**src/rtl/byte_reg_arb_pkg.sv**
```systemverilog
// rtl/byte_reg_arb_pkg.sv - shared types and constants for the byte register arbiter
package byte_reg_arb_pkg;

   localparam int unsigned LANE_W = 8;

   typedef enum logic [1:0] {
      UNLOCKED = 2'd0,
      LOCK0    = 2'd1,
      LOCK1    = 2'd2
   } arb_state_e;

   localparam logic [1:0] OWNER_NONE = 2'd0;
   localparam logic [1:0] OWNER_REQ0 = 2'd1;
   localparam logic [1:0] OWNER_REQ1 = 2'd2;

   function automatic logic [1:0] owner_of(input arb_state_e s);
      case (s)
         LOCK0:   return OWNER_REQ0;
         LOCK1:   return OWNER_REQ1;
         default: return OWNER_NONE;
      endcase
   endfunction

endpackage

```
**src/rtl/byte_reg_bank.sv**
```systemverilog
// rtl/byte_reg_bank.sv - byte-lane register with per-lane write enable and sync reset to zero
module byte_reg_bank
   import byte_reg_arb_pkg::*;
#(
   parameter int p_nbytes = 2
) (
   input  logic                         clk,
   input  logic                         reset,
   input  logic [p_nbytes-1:0]          wr_en,
   input  logic [LANE_W*p_nbytes-1:0]   wr_d,
   output logic [LANE_W*p_nbytes-1:0]   q
);

   logic [LANE_W*p_nbytes-1:0] q_q;
   logic [LANE_W*p_nbytes-1:0] q_d;

   always_comb begin
      q_d = q_q;
      for (int i = 0; i < p_nbytes; i++) begin
         if (wr_en[i]) begin
            q_d[i*LANE_W +: LANE_W] = wr_d[i*LANE_W +: LANE_W];
         end
      end
   end

   always_ff @(posedge clk) begin
      if (reset) begin
         q_q <= '0;
      end else begin
         q_q <= q_d;
      end
   end

   assign q = q_q;

endmodule

```
**src/rtl/byte_reg_rr_arb.sv**
```systemverilog
// rtl/byte_reg_rr_arb.sv - two-requester round-robin arbiter with lock, owning a byte-writable register
module byte_reg_rr_arb
   import byte_reg_arb_pkg::*;
#(
   parameter int p_nbytes = 2
) (
   input  logic                         clk,
   input  logic                         reset,
   input  logic                         req0_val,
   output logic                         req0_rdy,
   input  logic [p_nbytes-1:0]          req0_en,
   input  logic [LANE_W*p_nbytes-1:0]   req0_d,
   input  logic                         req0_lock,
   input  logic                         req1_val,
   output logic                         req1_rdy,
   input  logic [p_nbytes-1:0]          req1_en,
   input  logic [LANE_W*p_nbytes-1:0]   req1_d,
   input  logic                         req1_lock,
   output logic [LANE_W*p_nbytes-1:0]   q,
   output logic [1:0]                   owner
);

   arb_state_e state_q, state_d;
   logic       ptr_q, ptr_d;   // 0 favours req0, 1 favours req1
   logic       rdy0, rdy1, tx0, tx1;
   logic [p_nbytes-1:0]        wr_en;
   logic [LANE_W*p_nbytes-1:0] wr_d;

   always_comb begin
      rdy0    = 1'b0;
      rdy1    = 1'b0;
      state_d = state_q;
      ptr_d   = ptr_q;
      wr_en   = '0;
      wr_d    = req0_d;

      if (!reset) begin
         case (state_q)
            UNLOCKED: begin
               rdy0 = req0_val & (~req1_val | ~ptr_q);
               rdy1 = req1_val & (~req0_val |  ptr_q);
            end
            LOCK0:   rdy0 = req0_val;
            LOCK1:   rdy1 = req1_val;
            default: state_d = UNLOCKED;
         endcase
      end

      tx0 = req0_val & rdy0;
      tx1 = req1_val & rdy1;

      // Every grant hands priority to the other side, so an unlock also favours the peer.
      if (tx0) begin
         wr_en   = req0_en;
         wr_d    = req0_d;
         ptr_d   = 1'b1;
         state_d = req0_lock ? LOCK0 : UNLOCKED;
      end else if (tx1) begin
         wr_en   = req1_en;
         wr_d    = req1_d;
         ptr_d   = 1'b0;
         state_d = req1_lock ? LOCK1 : UNLOCKED;
      end
   end

   always_ff @(posedge clk) begin
      if (reset) begin
         state_q <= UNLOCKED;
         ptr_q   <= 1'b0;
      end else begin
         state_q <= state_d;
         ptr_q   <= ptr_d;
      end
   end

   byte_reg_bank #(.p_nbytes(p_nbytes)) u_bank (
      .clk   (clk),
      .reset (reset),
      .wr_en (wr_en),
      .wr_d  (wr_d),
      .q     (q)
   );

   assign req0_rdy = rdy0;
   assign req1_rdy = rdy1;
   assign owner    = owner_of(state_q);

endmodule
```
**config.mk**
```make
export PLATFORM = sky130hd
export DESIGN_NAME = byte_reg_rr_arb
export DESIGN_NICKNAME = d
export VERILOG_FILES = /design/src/rtl/byte_reg_arb_pkg.sv /design/src/rtl/byte_reg_bank.sv /design/src/rtl/byte_reg_rr_arb.sv
export SDC_FILE = /design/constraint.sdc
export NUM_CORES = 1
export LEC_CHECK = 0
export ABC_CLOCK_PERIOD_IN_PS = 1400
export CAP_MARGIN = 20
export CORE_MARGIN = 3
export CORE_UTILIZATION = 34
export DETAILED_ROUTE_END_ITERATION = 7
export PLACE_DENSITY_LB_ADDON = 0.15
export SYNTH_ARGS = -nofsm -noshare
export SYNTH_HDL_FRONTEND = slang
export SYNTH_SLANG_ARGS = --single-unit
```
**constraint.sdc**
```tcl
create_clock -name clk -period 1.4 [get_ports clk]
set_input_delay 0.28 -clock clk [delete_from_list [all_inputs] [get_ports clk]]
set_output_delay 0.28 -clock clk [all_outputs]
set_load 0.03 [all_outputs]
```
==> flow_metrics.py <==
metrics = {
    "status": {
        "run_status": "finished with violations",
        "violations": "setup timing",
    },
    "yosys": {
        "yosys_register_bits": 19,
        "synth-seq-area-share": 0.342,
        "ys_async_sr_fraction": 0,
        "synthDistinctLibCells": 25,
        "synthSimpleGateAreaFrac": 0.211,
        "synth_top_family_by_area": "compound AO/OA/AOI/OAI gates",
        "synth_area_leaders": "dfxtp_1 (34%), a221oi_2 (19%), a22oi_1 (11%), nand2_1 (6.8%), inv_1 (6.1%)",
        "yosys_warnings": 0,
        "yosys.area_share.xor_xnor": 0,
        "synth_top_area_frac": 0.342,
        "synth_area_um2": 1110,
        "syn_inst": 117,
        "synth_edf_count": 0,
        "synth-compound-area-share": 0.333,
        "synth.mux.area_fraction": 0,
        "ys.flop_type": "dfxtp_1",
        "syn_nets": 159,
        "syn_avg_cell_area_um2": 9.50,
        "yosysTopAreaCell": "dfxtp_1",
        "synthAdderAreaFrac": 0,
    },
    "routing": {
        "vias_per_cell": 5.10,
        "drt_iter0_markers": 29,
        "wl_per_cell_um": 15.8,
        "drtPass1Iterations": 4,
        "ant_nets": 0,
        "vias": 1269,
        "route.detailed.drc": 0,
        "totalWireLength_um": 3940,
    },
    "timing": {
        "period_minus_slack_ps": 1640,
        "rsz0062_at_grt": "true",
        "worst_pin_slew_ps": 313,
        "relSlewSlack": 0.792,
        "fin_ws_ps": -241,
        "setup_viol": 21,
        "finClkSkew_ps": 6.14,
        "fmax_mhz": 609,
        "fin_crit_sh": 1.17,
        "hold_viol": 0,
        "slew_viol_final": 0,
        "whs_ps": 466,
    },
    "clock_network": {
        "cts.sink_count": 19,
        "ctsHoldBuffers": 0,
        "clock_latency_ps": 320,
        "numCtsBuffers": 3,
        "path_clk_slew_ps": 120,
        "cts-root-buf": "clkbuf_4",
        "htree_levels": 1,
        "clock_path_buffers": 2,
        "cts_tree": "yes",
    },
    "finish": {
        "layout_common_cells": "clkdlybuf4s50_1 (38), dlygate4sd2_1 (19), inv_1 (18), dfxtp_1 (16)",
        "layout_commonest_cell": "clkdlybuf4s50_1",
        "fill_cells": 247,
        "syn_to_final_growth_pct": 97.0,
        "final_core_util": 0.711,
        "antenna_cells": 0,
        "seq_area_um2": 384,
        "drive_gt1_frac": 0.439,
        "finalNetCount": 248,
        "multi_input_area_um2": 756,
    },
    "grt": {
        "grt_pass1_wl_um": 6300,
        "use_met2": 0.375,
        "grt.overflow.total": 0,
        "grt_use_met1": 0.217,
        "grt_max_degree": 17,
        "antenna_found_initial": 0,
        "grt_pass1_vias": 1343,
        "grt_usage": 0.199,
        "grt_busiest_layer": "met2",
        "met3_usage": 0.0392,
    },
    "die": {
        "io_pins": 62,
        "fp.dieW_um": 63.2,
        "die-area_um2": 3990,
        "num_rows": 20,
        "core_um2": 3080,
        "fp.dieH_um": 63.2,
        "start_util": 0.361,
    },
    "worst_setup_path": {
        "cp.required_ps": 1120,
        "worstPathMaxFanout": 3,
        "arrival_ps": 1360,
        "path_class": "reg -> out",
        "crit_path_end_kind": "output port",
        "cp-start-kind": "flip-flop",
    },
    "min_path": {
        "min_path_type": "reg -> reg",
    },
    "place": {
        "portBuffers": 61,
        "dp_hpwl_um": 2580,
        "globalplace.congestion": 0.761,
    },
    "power_and_ir_drop": {
        "finalPower_mw": 1.54,
        "peakVddDrop_mv": 0.416,
        "p_leak_nw": 0.951,
        "power_density_nw_per_um2": 706,
    },
    "job": {
        "maxCapViolations": 0,
    },
}
==> cells in the mapped netlist, types with 2 or more instances <==
cell type	count
nand3_2	2
a22oi_1	16
dfxtp_1	19
nor2_1	2
buf_2	3
buf_6	3
a221oi_2	14
a31o_2	2
nand3_4	2
and2_4	2
a31oi_1	2
inv_1	18
nand2_1	20
==> per-stage QoR <==
step                TNS, ps  area [µm²]  instances  worst slack, ps
floorplan              -958        1150        117             -116
detailed placement   -10270        1840        227             -570
global route          -4250        2190        249             -266
global placement      -9740        1840        227             -546
finish                -3180        2190        249             -241
CTS                   -2430        2090        244             -219
==> flip-flops by register name, summed over array words and instances (netlist names) <==
name,flops
ptr_q,1
state_q,2
u_bank.q,16
==> worst max-delay path, stage by stage (launching register included) <==
cell and delay [ps]:
dfxtp_2 350, or3b_4 420, nand2_4 110, inv_8 40, buf_6 130
==> worst paths after layout <==
| check | from | to | slack [ps] | cells after the start |
|---|---|---|---|---|
| setup reg to reg | state_q[1]$_SDFFE_PP0P_ | u_bank.q[3]$_SDFFE_PP0P_ | -180 | 7 |
| setup / recovery | state_q[1]$_SDFFE_PP0P_ | req1_rdy | -240 | 4 |
| hold reg to reg | u_bank.q[15]$_SDFFE_PP0P_ | u_bank.q[15]$_SDFFE_PP0P_ | 470 | 2 |
| hold / removal | u_bank.q[15]$_SDFFE_PP0P_ | u_bank.q[15]$_SDFFE_PP0P_ | 470 | 2 |
==> area by class of cell <==
cell class,count,area share
clock buffers,4,0.0120
well taps,44,0.0252
multi-input cells,74,0.345
flip-flops and latches,19,0.176
repair buffers,89,0.406
inverters,19,0.0360
==> power breakdown <==
part / total [mW] / internal [mW] / switching, mW
clock network: 0.308 / 0.112 / 0.196
registers: 0.604 / 0.583 / 0.0207
logic: 0.633 / 0.323 / 0.310
==> layer usage <==
layer | vias to the layer above | routed length (µm)
met2 | 53 | 2050
met3 | 9 | 223
li1 | 605 | -
met5 | - | 0
met1 | 602 | 1590
met4 | 0 | 88
==> kinds of logic (layout without fill, tap and decap cells) <==
kind of cell | Yosys count | after routing
flip-flops | 19 | 19
buffers and inverters | 26 | 112
AO/OA/AOI/OAI | 36 | 36
AND/OR/NAND/NOR | 36 | 38
==> repair_timing <==
item / CTS / global route
buffers inserted: 11 / 5
pin swaps: 12 / 10
cloned: 2 / 1
setup endpoints to repair: 37 / 21
gates resized for setup: 57 / 12
No activity file was read; power rests on OpenSTA's default activity.
